`config.mk`:
```
export PLATFORM = sky130hd
export DESIGN_NAME = speck_round_engine_flat
export DESIGN_NICKNAME = d
export VERILOG_FILES = /design/src/rtl/speck_pkg.sv /design/src/rtl/speck_round_engine_if.sv /design/src/rtl/speck_round_comb.sv /design/src/rtl/speck_round_engine.sv /design/src/flat_wrapper.sv
export SDC_FILE = /design/constraint.sdc
export NUM_CORES = 1
export LEC_CHECK = 0
export ABC_AREA = 0
export BUFFER_PORTS_ARGS = -buffer_cell sky130_fd_sc_hd__buf_4
export CORE_ASPECT_RATIO = 0.6
export CORE_MARGIN = 4
export CORE_UTILIZATION = 32
export CTS_BUF_LIST = sky130_fd_sc_hd__clkbuf_2
export CTS_CLUSTER_SIZE = 8
export DETAILED_ROUTE_END_ITERATION = 16
export GPL_ROUTABILITY_DRIVEN = 0
export PLACE_DENSITY_LB_ADDON = 0.2
export SYNTH_ARGS = -nofsm -noshare
export SYNTH_HDL_FRONTEND = slang
export SYNTH_HIERARCHICAL = 1
export SYNTH_SLANG_ARGS = --single-unit
export TNS_END_PERCENT = 10
```
`constraint.sdc`:
```
create_clock -name clk -period 4.8 [get_ports clk]
set_input_delay 0.72 -clock clk [delete_from_list [all_inputs] [get_ports clk]]
set_output_delay 0.72 -clock clk [all_outputs]
set_load 0.01 [all_outputs]
```
`src/rtl/speck_pkg.sv`:
```
// speck_pkg -- shared definitions for the SPECK round engine.
//   state_t          : FSM state encoding (IDLE / RUN / DONE)
//   speck_alpha()    : right-rotate amount applied to x for a given word size
//   speck_beta()     : left-rotate amount applied to y for a given word size
//   legal_word_size(): true for the word sizes the SPECK family defines
package speck_pkg;

  typedef enum logic [1:0] {
    ST_IDLE = 2'd0,
    ST_RUN  = 2'd1,
    ST_DONE = 2'd2
  } state_t;

  // Speck32 (n = 16) uses the smaller rotation pair; every wider variant uses 8/3.
  function automatic int unsigned speck_alpha(input int unsigned n);
    return (n == 16) ? 7 : 8;
  endfunction

  function automatic int unsigned speck_beta(input int unsigned n);
    return (n == 16) ? 2 : 3;
  endfunction

  function automatic bit legal_word_size(input int unsigned n);
    return (n == 16) || (n == 24) || (n == 32) || (n == 48) || (n == 64);
  endfunction

endpackage

```
`src/rtl/speck_round_engine_if.sv`:
```
// speck_round_engine_if -- block, round-key and result channels of the engine.
//   in_valid/in_ready/in_mode/in_block : block input channel (x in upper half, y in lower)
//   key_req/key_idx/key_valid/round_key: round-key fetch channel
//   out_valid/out_ready/out_block      : result channel
// Handshake rule for all three channels: a transfer happens on a rising clk
// edge where both the offering side (valid / key_req) and the accepting side
// (ready / key_valid) are high; the offering side holds its payload stable
// until that edge, and the engine never queues an offer it did not accept.
// master = the environment around the engine, slave = the engine itself.
interface speck_round_engine_if #(
  parameter int WORD_SIZE = 32
);
  logic                   in_valid;
  logic                   in_ready;
  logic                   in_mode;
  logic [2*WORD_SIZE-1:0] in_block;
  logic                   key_req;
  logic [5:0]             key_idx;
  logic                   key_valid;
  logic [WORD_SIZE-1:0]   round_key;
  logic                   out_valid;
  logic                   out_ready;
  logic [2*WORD_SIZE-1:0] out_block;

  modport master (
    output in_valid, in_mode, in_block, key_valid, round_key, out_ready,
    input  in_ready, key_req, key_idx, out_valid, out_block
  );

  modport slave (
    input  in_valid, in_mode, in_block, key_valid, round_key, out_ready,
    output in_ready, key_req, key_idx, out_valid, out_block
  );
endinterface

```
`src/rtl/speck_round_comb.sv`:
```
// speck_round_comb -- one combinational SPECK round, encrypt or decrypt.
//   x, y     : current state words
//   k        : round key for this round
//   mode     : 0 encrypt, 1 decrypt (inverse round)
//   x_next, y_next : state words after the round
module speck_round_comb
  import speck_pkg::*;
#(
  parameter int WORD_SIZE = 32
) (
  input  logic [WORD_SIZE-1:0] x,
  input  logic [WORD_SIZE-1:0] y,
  input  logic [WORD_SIZE-1:0] k,
  input  logic                 mode,
  output logic [WORD_SIZE-1:0] x_next,
  output logic [WORD_SIZE-1:0] y_next
);
  localparam int ALPHA = int'(speck_alpha(WORD_SIZE));
  localparam int BETA  = int'(speck_beta(WORD_SIZE));

  // Rotate amounts are elaboration constants, so these are pure wiring.
  function automatic logic [WORD_SIZE-1:0] ror(input logic [WORD_SIZE-1:0] v, input int s);
    return (v >> s) | (v << (WORD_SIZE - s));
  endfunction

  function automatic logic [WORD_SIZE-1:0] rol(input logic [WORD_SIZE-1:0] v, input int s);
    return (v << s) | (v >> (WORD_SIZE - s));
  endfunction

  logic [WORD_SIZE-1:0] x_enc, y_enc, x_dec, y_dec;

  always_comb begin
    x_enc = (ror(x, ALPHA) + y) ^ k;
    y_enc = rol(y, BETA) ^ x_enc;
    // Decrypt undoes the encrypt round: recover y first, then x.
    y_dec = ror(x ^ y, BETA);
    x_dec = rol((x ^ k) - y_dec, ALPHA);
    x_next = mode ? x_dec : x_enc;
    y_next = mode ? y_dec : y_enc;
  end
endmodule

```
`src/rtl/speck_round_engine.sv`:
```
// speck_round_engine -- iterative SPECK block cipher core (one round per key).
//   clk, rst_n : rising-edge clock, asynchronous active-low reset
//   bus        : block / round-key / result channels (speck_round_engine_if.slave)
//   busy       : high whenever the FSM is not IDLE
//   dbg_state  : raw FSM state for observation
// Round keys come from outside, one per cycle on request; the engine walks
// them upwards for encryption and downwards for decryption.
module speck_round_engine
  import speck_pkg::*;
#(
  parameter int WORD_SIZE = 32,
  parameter int ROUNDS    = 27
) (
  input  logic                 clk,
  input  logic                 rst_n,
  speck_round_engine_if.slave  bus,
  output logic                 busy,
  output state_t               dbg_state
);
  if (!legal_word_size(WORD_SIZE)) begin : g_bad_word_size
    $error("speck_round_engine: WORD_SIZE %0d is not a SPECK word size", WORD_SIZE);
  end
  if (ROUNDS < 1 || ROUNDS > 63) begin : g_bad_rounds
    $error("speck_round_engine: ROUNDS %0d outside 1..63", ROUNDS);
  end

  localparam logic [5:0] LAST_ROUND = 6'(ROUNDS - 1);

  state_t               state_q, state_d;
  logic [5:0]           r_q, r_d;
  logic [WORD_SIZE-1:0] x_q, x_d, y_q, y_d;
  logic                 mode_q, mode_d;
  logic [WORD_SIZE-1:0] x_rnd, y_rnd;

  // Single shared round datapath, fed from the state registers every cycle.
  speck_round_comb #(.WORD_SIZE(WORD_SIZE)) u_round (
    .x      (x_q),
    .y      (y_q),
    .k      (bus.round_key),
    .mode   (mode_q),
    .x_next (x_rnd),
    .y_next (y_rnd)
  );

  always_ff @(posedge clk or negedge rst_n) begin
    if (!rst_n) begin
      state_q <= ST_IDLE;
      r_q     <= '0;
      x_q     <= '0;
      y_q     <= '0;
      mode_q  <= 1'b0;
    end else begin
      state_q <= state_d;
      r_q     <= r_d;
      x_q     <= x_d;
      y_q     <= y_d;
      mode_q  <= mode_d;
    end
  end

  always_comb begin
    state_d       = state_q;
    r_d           = r_q;
    x_d           = x_q;
    y_d           = y_q;
    mode_d        = mode_q;
    bus.in_ready  = 1'b0;
    bus.key_req   = 1'b0;
    bus.key_idx   = '0;
    bus.out_valid = 1'b0;
    bus.out_block = '0;
    unique case (state_q)
      ST_IDLE: begin
        bus.in_ready = 1'b1;
        if (bus.in_valid) begin
          x_d     = bus.in_block[2*WORD_SIZE-1:WORD_SIZE];
          y_d     = bus.in_block[WORD_SIZE-1:0];
          mode_d  = bus.in_mode;
          r_d     = '0;
          state_d = ST_RUN;
        end
      end
      ST_RUN: begin
        bus.key_req = 1'b1;
        bus.key_idx = mode_q ? (LAST_ROUND - r_q) : r_q;
        // Without a key the round simply waits; nothing advances.
        if (bus.key_valid) begin
          x_d = x_rnd;
          y_d = y_rnd;
          r_d = r_q + 6'd1;
          if (r_q == LAST_ROUND) state_d = ST_DONE;
        end
      end
      ST_DONE: begin
        bus.out_valid = 1'b1;
        bus.out_block = {x_q, y_q};
        if (bus.out_ready) state_d = ST_IDLE;
      end
      default: state_d = ST_IDLE;
    endcase
  end

  assign busy      = (state_q != ST_IDLE);
  assign dbg_state = state_q;
endmodule

```
`src/flat_wrapper.sv`:
```
// flat-port wrapper written by rule: the top's interface ports become plain ports
module speck_round_engine_flat import speck_pkg::*;
#(
  parameter int WORD_SIZE = 32,
  parameter int ROUNDS    = 27
)
  (clk, rst_n, busy, dbg_state, bus_in_valid, bus_in_mode, bus_in_block, bus_key_valid, bus_round_key, bus_out_ready, bus_in_ready, bus_key_req, bus_key_idx, bus_out_valid, bus_out_block);
  speck_round_engine_if #(.WORD_SIZE(WORD_SIZE)) bus_i ();
  input  logic clk;
  input  logic rst_n;
  output logic busy;
  output state_t dbg_state;
  input wire logic [$bits(bus_i.in_valid)-1:0] bus_in_valid;
  input wire logic [$bits(bus_i.in_mode)-1:0] bus_in_mode;
  input wire logic [$bits(bus_i.in_block)-1:0] bus_in_block;
  input wire logic [$bits(bus_i.key_valid)-1:0] bus_key_valid;
  input wire logic [$bits(bus_i.round_key)-1:0] bus_round_key;
  input wire logic [$bits(bus_i.out_ready)-1:0] bus_out_ready;
  output wire logic [$bits(bus_i.in_ready)-1:0] bus_in_ready;
  output wire logic [$bits(bus_i.key_req)-1:0] bus_key_req;
  output wire logic [$bits(bus_i.key_idx)-1:0] bus_key_idx;
  output wire logic [$bits(bus_i.out_valid)-1:0] bus_out_valid;
  output wire logic [$bits(bus_i.out_block)-1:0] bus_out_block;
  assign bus_i.in_valid = bus_in_valid;
  assign bus_i.in_mode = bus_in_mode;
  assign bus_i.in_block = bus_in_block;
  assign bus_i.key_valid = bus_key_valid;
  assign bus_i.round_key = bus_round_key;
  assign bus_i.out_ready = bus_out_ready;
  assign bus_in_ready = bus_i.in_ready;
  assign bus_key_req = bus_i.key_req;
  assign bus_key_idx = bus_i.key_idx;
  assign bus_out_valid = bus_i.out_valid;
  assign bus_out_block = bus_i.out_block;
  speck_round_engine #(.WORD_SIZE(WORD_SIZE), .ROUNDS(ROUNDS)) u_core (.clk(clk), .rst_n(rst_n), .bus(bus_i), .busy(busy), .dbg_state(dbg_state));
endmodule
```
Yosys cells after proc, flatten, opt, wreduce, memory -nomap -nowiden

Cells that the tools add are included.

Add/sub/neg operators: 4
Equal/unequal tests: 7
Multiplexer cells: 22
Bitwise logic cells: 8
Reductions and logical operators: 6

Operators by type and width:

| kind                                            | count |
|---|---|
| two-way mux 32 bit                              | 6 |
| case mux 32 bit (2 select lines)                | 2 |
| XOR 32 bit                                      | 4 |
| two-way mux 64 bit                              | 1 |
| adder 32 bit                                    | 1 |
| bitwise OR 24 x 32 -> 32 bit                    | 1 |
| bitwise OR 29 x 32 -> 32 bit                    | 1 |
| bitwise OR 32 x 3 -> 32 bit                     | 1 |
| bitwise OR 32 x 8 -> 32 bit                     | 1 |
| subtractor 32 bit                               | 1 |
| two-way mux 6 bit                               | 4 |
| case mux 6 bit (2 select lines)                 | 1 |
| two-way mux 2 bit                               | 4 |
| adder 6 x 1 -> 6 bit, second input constant     | 1 |
| == test 6 x 5 -> 1 bit, second input constant   | 1 |
| != test 2 bit, second input constant            | 3 |
| case mux 2 bit (3 select lines)                 | 1 |
| subtractor 5 x 6 -> 6 bit, first input constant | 1 |
| AND reduction 4 bit                             | 1 |
| nonzero test 2 bit                              | 2 |
| two-way mux 1 bit                               | 3 |
| AND reduction 3 bit                             | 1 |
| == test 2 x 1 -> 1 bit, second input constant   | 1 |
| == test 2 bit, second input constant            | 1 |
| other kinds (3)                                 | 3 |

Register bits: 73
Input bits: 102
Output and inout bits: 76
Word-level logic and storage cells: 52

Longest topological paths before layout

Gate-level depths: netlist of the first run.

Depth after elaboration: 7
Depth in mapped cells: 16
Depth with buffers taken out: 16

By module

Netlist of the first run, hierarchy kept.

Modules (own cells, without submodules):

| module             | times used | cells an instance | area each (sq um) | sequential area each (sq um) |
|---|---|---|---|---|
| speck_round_comb   | 1          | 678               | 4870.9            | 0.0 |
| speck_round_engine | 1          | 348               | 4505.6            | 1826.8 |

Worst setup path after synthesis of the first run

OpenSTA, ideal clock, no wires.

Kind: in2reg
Start: in bus_round_key[0]
End: reg u_core.x_q[6]
Setup time: 0.125 ns
Data arrival time: 3.474 ns
Data required time: 4.675 ns
Setup slack: 1.202 ns
Stages: 16
Cell sequence: xnor2_1 > ha_1 > inv_1 > fa_1 > a21o_1 > nand2_1 > o21ai_1 > a32oi_1 > o31ai_1 > a41oi_2 > o211ai_1 > a31oi_1 > xor2_1 > a21oi_1 > mux2_2 > mux2_2

Word-level cells in the longest chain between the ends: 6

RTL lines:

| item                             | RTL line                 | text |
|---|---|---|
| from (decl)                      | flat_wrapper.sv:17       | `input wire logic [$bits(bus_i.round_key)-1:0] bus_round_key;` |
| XOR 32 bit                       | speck_round_comb.sv:37   | `x_dec = rol((x ^ k) - y_dec, ALPHA);` |
| subtractor 32 bit                | speck_round_comb.sv:37   |  |
| bitwise OR 32 x 8 -> 32 bit      | speck_round_comb.sv:27   | `return (v << s) \| (v >> (WORD_SIZE - s));` |
| two-way mux 32 bit               | speck_round_comb.sv:38   | `x_next = mode ? x_dec : x_enc;` |
| net u_core.x_rnd[6]              | speck_round_engine.sv:33 | `logic [WORD_SIZE-1:0] x_rnd, y_rnd;` |
| two-way mux 32 bit               | speck_round_engine.sv:87 | `if (bus.key_valid) begin` |
| case mux 32 bit (2 select lines) | speck_round_engine.sv:72 | `unique case (state_q)` |
| to (signal assigned)             | speck_round_engine.sv:49 | `x_q <= '0;` |
| to (signal assigned)             | speck_round_engine.sv:55 | `x_q <= x_d;` |
| to (decl)                        | speck_round_engine.sv:31 | `logic [WORD_SIZE-1:0] x_q, x_d, y_q, y_d;` |

The timed path passes the listed nets, and every way through them passes these cells. The select of a mux whose other input is x is not followed.
A chain may end at the register's enable or synchronous reset.

Worst setup path in the final report of the first run

Start: reg u_core.x_q[8]
End: reg u_core.y_q[30]

Word-level cells in the longest chain between the ends: 7

RTL lines:

| item                             | RTL line                 | text |
|---|---|---|
| bitwise OR 24 x 32 -> 32 bit     | speck_round_comb.sv:23   | `return (v >> s) \| (v << (WORD_SIZE - s));` |
| adder 32 bit                     | speck_round_comb.sv:33   | `x_enc = (ror(x, ALPHA) + y) ^ k;` |
| XOR 32 bit                       | speck_round_comb.sv:33   |  |
| XOR 32 bit                       | speck_round_comb.sv:34   | `y_enc = rol(y, BETA) ^ x_enc;` |
| two-way mux 32 bit               | speck_round_comb.sv:39   | `y_next = mode ? y_dec : y_enc;` |
| net u_core.y_rnd[30]             | speck_round_engine.sv:33 |  |
| two-way mux 32 bit               | speck_round_engine.sv:87 |  |
| case mux 32 bit (2 select lines) | speck_round_engine.sv:72 |  |
| to (signal assigned)             | speck_round_engine.sv:56 | `y_q <= y_d;` |
| to (decl)                        | speck_round_engine.sv:31 |  |

The timed path passes the listed nets, and every way through them passes these cells. The select of a mux whose other input is x is not followed.

==> key figures, run 1 <==
Status
  – Status: finished clean

Routing
  – Residual DRC: 0
  – Top Layer Used: met4
  – Metal2 WL: 13800 µm
  – Drt via density: 5.33
  – ANT nets after route: 0
  – Number of DRC markers in iteration 0: 708
  – DRT met1 WL: 18300 µm
  – Met3 wire length: between 2000 and 3000 µm
  – Routed WL: around 35000 µm
  – Routed length per instance: 22.4 µm
  – Drt pass-1 iters: 6
  – Vias: 8391

Synthesis
  – Part of the Yosys area used for sequential elements: between 10% and 20%
  – Avg Cell Area, Syn: 9.14 µm²
  – Post-synth net total: 1194
  – EDFF count, synth: 0
  – Synthesized area: about 9400 µm²
  – Synth Area in XOR/XNOR: approximately 17%
  – Synth Area in Adders: under 10%
  – Synth warnings: 6
  – Seq cells post-synth: 73
  – Multiplexer area fraction after synthesis: between 20 and 25%
  – Ys flop type: dfrtp_1
  – Compound-cell area share of the yosys netlist: between 10% and 20%
  – Main combinational cell family by area after synthesis: multiplexers
  – Count of unique library cells instantiated by Yosys: 78
  – Syn Inst Count: 1026
  – Post-Synth Simple-Gate Area: 14.3%
  – Asr flop ratio synth: 100%

Timing
  – Max-slew violation count: 0
  – Endpoints failing setup: 0
  – Setup TNS Final: 0 ns
  – Unrepaired setup endpoints after global routing: no
  – Final-report hold violation count: 0
  – Final period util: 86.8%
  – Relative slew slack: approximately a quarter
  – Clk_skew: around 0.06 ns
  – Min Tclk post-route: 4.17 ns
  – Max Fclk: 0.240 GHz
  – Worst Tran Pin Value: around 1.1 ns

Floorplanning
  – Core area: 28800 µm²
  – Die Wd: 229 µm
  – Initial Utilization: 32.5%
  – Die Y: 141 µm
  – Io pins: 178
  – # rows: 48
  – Die Area: 32200 µm²

Placement
  – DP HPWL: 27900 µm
  – # port buffers: 177

Hold path
  – Worst hold start: bus_in_mode
  – Worst min path class: input pin to register
  – Hold EP: u_core/mode_q
  – Hold Path Depth: 3

Worst setup path
  – Critical Path Fanout Max: 5
  – Crit Reg-Reg Endpoint: u_core/y_q[30]
  – Reg2reg setup slack: 0.63 ns
  – Worst reg2reg startpoint: u_core/x_q[8]
  – R2R depth: 15
  – WP data arrival: between 4 and 5 ns
  – Setup crit end kind: register
  – Crit Path Class: register to register
  – CP Launch Type: register
  – Critical Path RT: approximately 5.5 ns

Flow run
  – MaxCap Viol Count: 0

GRT
  – Total gr overflow: 0
  – First-pass GRT wire length: 51500 µm
  – Antenna violations before repair: 2
  – Vias in the first global route: 8063
  – Gr usage total: 21.2%
  – Largest net degree at the start of global routing: 88

Clock tree
  – Sink Count: 73
  – Clk_lat worst skew: 0.80 ns
  – CTS buffer count: 9
  – Setup repair bufs after CTS: 0
  – TritonCTS clock tree: built
  – CTS clk-pin slew, worst paths: between 0.2 and 0.3 ns
  – Clk buf depth: 2
  – H-tree depth: 3
  – CTS root buf: clkbuf_2

Finish
  – Layout cells sized above 1: 30.5%
  – P&R area growth vs syn: 19.3%
  – Final nets: roughly 1400
worst max-delay path, stage by stage (launching register included):
cell,delay (ns)
dfrtp_1,0.57
ha_1,0.23
inv_1,0.06
fa_1,0.39
nand2b_1,0.18
a21oi_1,0.37
o21ai_2,0.22
a21oi_4,0.27
a311oi_2,0.16
or2_1,0.30
o31ai_2,0.27
a21oi_2,0.12
xnor3_1,0.29
mux2i_1,0.11
mux2_2,0.29
mux2_2,0.25
logic make-up after synthesis:
logic type / after synthesis
XOR/XNOR: 184
AO/OA/AOI/OAI: 239
buffers and inverters: 56
flip-flops: 73
adder cells (fa/ha/maj): 66
AND/OR/NAND/NOR: 266
multiplexers: 142
cells in the final DEF (no fill, tap or decap), types with 51 or more instances in the layout:
cell type and count:
a21oi_1 104, and2_1 68, buf_4 190, dfrtp_1 72, ha_1 64, mux2_2 51, mux2_4 80, nor2_1 75
xnor2_1 104, xor2_1 78
worst max-delay path by stage:
| stage | cells past startpoint | end | slack, ns | from |
|---|---|---|---|---|
| 6_report | 15 | u_core/y_q[30] | 0.63 | u_core/x_q[8] |
| 5_1_grt | 16 | u_core/x_q[4] | 0.41 | u_core/x_q[3] |
| 4_1_cts | 15 | u_core/y_q[30] | 0.74 | u_core/x_q[8] |
| 3_5_place_dp | 17 | u_core/x_q[6] | 0.63 | bus_round_key[0] |
| 3_3_place_gp | 17 | u_core/x_q[6] | 0.70 | bus_round_key[0] |
| 2_1_floorplan | 16 | u_core/x_q[6] | 1.20 | bus_round_key[0] |
synth_stat cells (all sizes together) (3+ instances only):
library cell	instances	share of area, %
mux2	131	19
o21a	12	0.96
buf	20	1.8
o21bai	3	0.24
ha	64	8.5
nor2	75	3.0
nand4	8	0.53
nand2	48	1.9
a21boi	4	0.32
o21ai	42	2.3
and3	3	0.21
a21oi	107	5.9
clkbuf	19	0.76
and2	69	4.6
o211ai	5	0.40
xnor2	104	9.7
a21o	27	2.2
a31oi	10	0.73
dfrtp	73	19
nor3	12	0.69
o31ai	4	0.37
mux2i	11	1.2
or2	5	0.33
a211oi	4	0.43
inv	15	0.60
nand2b	6	0.40
a41oi	3	0.36
nor2b	6	0.40
nand3	17	0.91
xor2	78	7.3
or3	8	0.53
metrics by stage:
step	std cells	cell area, µm²	hold WS (ns)	worst slack, ns	util, %
3_5_place_dp	1551	11000	0.634	0.625	38.3
3_3_place_gp	1551	11000	0.612	0.703	38.3
5_1_grt	1572	11200	0.0575	0.414	38.8
2_1_floorplan	1026	9380	0.424	1.20	-
6_report	1574	11200	0.135	0.632	38.8
4_1_cts	1568	11200	0.0414	0.741	38.8
per-layer routing:
layer,vias to the layer above,track usage (%)
li1,3975,-
met1,4087,33.1
met2,308,28.9
met3,21,6.02
met4,0,3.81
met5,-,0
repair_timing:
item	in CTS	in global routing
resized for setup	0	0
hold endpoints to repair	35	0
hold buffers	1	0
layout make-up:
class                           count  area (µm²)
Tap cell                          375         469
Timing Repair Buffer              191        1440
Antenna cell                        6        15.0
Inverter                           16        61.3
Multi-Input combinational cell    897        7250
Fill cell                        2995       17600
Clock inverter                      7        85.1
Sequential cell                    73        1830
Clock buffer                        9        45.0
flip-flops by register name, indices dropped and copies added, names as in the netlist:
| name | flops |
|---|---|
| u_core/dbg_state | 2 |
| u_core/mode_q | 1 |
| u_core/r_q | 6 |
| u_core/x_q | 32 |
| u_core/y_q | 32 |
Power of run 1 is not shown: default switching activity piles up to over one toggle a cycle in this logic, so the estimate is an artifact.
==> run 2: changes to the inputs <==
CTS_BUF_LIST = unset   (was sky130_fd_sc_hd__clkbuf_2)
CTS_CLUSTER_SIZE = unset   (was 8)
PLACE_DENSITY_LB_ADDON = 0.3   (was 0.2)
==> run 2 against run 1 <==
Core utilization increased by 0.36 points. Register-to-register slack improved by 0.13 ns. Global-route usage decreased by 0.11 points. Hold slack improved by 0.22 ns. Routed wire length decreased by 1.8%. Flip-flop and latch count unchanged. Via count decreased by 0.38%. Count of clock-buffer cells in the layout increased by 3. Critical endpoint unchanged.
==> key figures, run 2 (same netlist as run 1, synthesis figures left out) <==
Finish
  – Commonest non-fill, non-tap cells in the layout: buf_4, a21oi_1, xnor2_1 (unchanged)
  – Final nets: 1354 (was 1356)
  – Post-layout util: 39.2% (was 38.8%)
  – P&R area growth vs syn: 20.5% (was 19.3%)
  – Filler instances: 2971 (was 2995)
  – Top Registers: u_core/x_q (32), u_core/y_q (32), u_core/r_q (6) (unchanged)
  – Layout cells sized above 1: 30.4% (was 30.5%)
  – Register area: 1830 µm² (unchanged)
  – Multi-input gate area: 7250 µm² (unchanged)
  – Most common cell after layout, fill and taps aside: buf_4 (unchanged)

Worst setup path
  – WP data arrival: 4.30 ns (was 4.90 ns)
  – Critical Path Fanout Max: 5 (unchanged)
  – Crit path launch: u_core/y_q[0] (was u_core/x_q[8])
  – Critical Path RT: 5.06 ns (was 5.53 ns)
  – Crit Path Class: register to register (unchanged)
  – Setup crit end kind: register (unchanged)
  – Worst reg2reg startpoint: u_core/y_q[0] (was u_core/x_q[8])
  – CP Launch Type: register (unchanged)

Clock tree
  – PostCTS Resize Cnt: 0 (unchanged)
  – Sink Count: 73 (unchanged)
  – CTS clk-pin slew, worst paths: 0.06 ns (was 0.27 ns)
  – CTS buffer count: 9 (unchanged)
  – Post-CTS Hold Buffers: 0 (was 1)
  – H-tree depth: 3 (unchanged)
  – Setup repair bufs after CTS: 0 (unchanged)
  – CTS root buf: clkbuf_16 (was clkbuf_2)
  – Clk buf depth: 2 (unchanged)
  – Clk_lat worst skew: 0.38 ns (was 0.80 ns)
  – TritonCTS clock tree: built (unchanged)

Timing
  – Hold Slack: 0.355 ns (was 0.135 ns)
  – Setup TNS Final: 0 ns (unchanged)
  – Clk_skew: 0.0123 ns (was 0.0599 ns)
  – Max-slew violation count: 0 (unchanged)
  – Endpoints failing setup: 0 (unchanged)
  – Max Fclk: 0.248 GHz (was 0.240 GHz)
  – Final period util: 84.1% (was 86.8%)
  – Worst Tran Pin Value: 0.925 ns (was 1.11 ns)
  – Relative slew slack: 38.3% (was 26.1%)
  – Min Tclk post-route: 4.03 ns (was 4.17 ns)
  – Final-report hold violation count: 0 (unchanged)
  – Unrepaired setup endpoints after global routing: no (unchanged)

Floorplanning
  – Die Area: 32200 µm² (unchanged)
  – # rows: 48 (unchanged)
  – Core area: 28800 µm² (unchanged)
  – Die Y: 141 µm (unchanged)
  – Initial Utilization: 32.5% (unchanged)
  – Io pins: 178 (unchanged)
  – Die Wd: 229 µm (unchanged)

Routing
  – Number of DRC markers in iteration 0: 771 (was 708)
  – Routed length per instance: 22.1 µm (was 22.4 µm)
  – Drt via density: 5.34 (was 5.33)
  – Routed WL: 34700 µm (was 35300 µm)
  – Drt pass-1 iters: 8 (was 6)
  – Residual DRC: 0 (unchanged)
  – Vias: 8359 (was 8391)
  – ANT nets after route: 0 (unchanged)

Flow run
  – MaxCap Viol Count: 0 (unchanged)

Status
  – Status: finished clean (unchanged)

GRT
  – Vias in the first global route: 8096 (was 8063)
  – GRT Max-Usage Layer: met1 (unchanged)
  – GRT met3 Usage: 6.87% (was 6.02%)
  – Largest net degree at the start of global routing: 84 (was 88)
  – Gr usage total: 21.1% (was 21.2%)
  – Total gr overflow: 0 (unchanged)
  – First-pass GRT wire length: 51700 µm (was 51500 µm)
  – Global Route met2 Usage: 29.0% (was 28.9%)
  – Antenna violations before repair: 1 (was 2)
  – Met1 usage: 32.5% (was 33.1%)

Hold path
  – Worst min path class: input pin to async pin (was input pin to register)

Placement
  – DP HPWL: 27400 µm (was 27900 µm)
  – # port buffers: 177 (unchanged)
-- run 2: cell types whose count changed in the layout (fill, tap and decap cells not counted), sizes merged --
| cell | before | now |
|---|---|---|
| dlygate4sd3 | 1 | 0 |
| diode | 6 | 1 |
| buf | 190 | 189 |
| bufinv | 2 | 0 |
| clkbuf | 9 | 12 |
| clkinv | 6 | 4 |
-- run 2: per-layer routing --
layer / routed length [µm] / share of wire, %
met1: 17500 / 50
met2: 13600 / 39
met3: 3380 / 9.7
met4: 253 / 0.73
met5: 13 / 0.038
-- run 2: final cells by class --
cell class              count  share of cell area [%]
diodes                      1                  0.0222
flip-flops and latches     73                    16.2
well taps                 375                    4.15
clock inverters             3                   0.155
repair buffers            189                    12.6
clock buffers              12                    2.18
inverters                  16                   0.543
multi-input cells         897                    64.2
-- run 2: worst paths after layout --
path | to | slack (ns) | depth (start not counted)
setup / recovery | u_core/y_q[30] | 0.77 | 15
hold / removal | u_core/y_q[10] | 0.35 | 1
setup reg to reg | u_core/y_q[30] | 0.77 | 15
hold reg to reg | u_core/r_q[0] | 0.63 | 1
max in group asynchronous | u_core/mode_q | 3.47 | 2
min in group clk | u_core/mode_q | 0.55 | 3
-- run 2: per-stage QoR --
stage | setup slack [ns] | instance area (µm²) | instances
finish | 0.765 | 11300 | 1566
global route | 0.401 | 11300 | 1565
CTS | 0.813 | 11300 | 1565
detailed placement | 0.607 | 11000 | 1550
global placement | 0.687 | 11000 | 1550
floorplan | 1.20 | 9380 | 1026
-- run 2: worst max-delay path: stages (launching register included) --
cell	delay (ns)
dfrtp_1	0.52
ha_1	0.23
inv_1	0.05
fa_1	0.40
nand2b_1	0.18
a21oi_1	0.37
o21ai_2	0.21
a21oi_4	0.25
a311oi_2	0.15
or2_1	0.29
o31ai_2	0.25
a21oi_2	0.11
xnor3_1	0.27
mux2i_1	0.09
mux2_2	0.28
mux2_2	0.26
Power of run 2 is left out for the same reason.
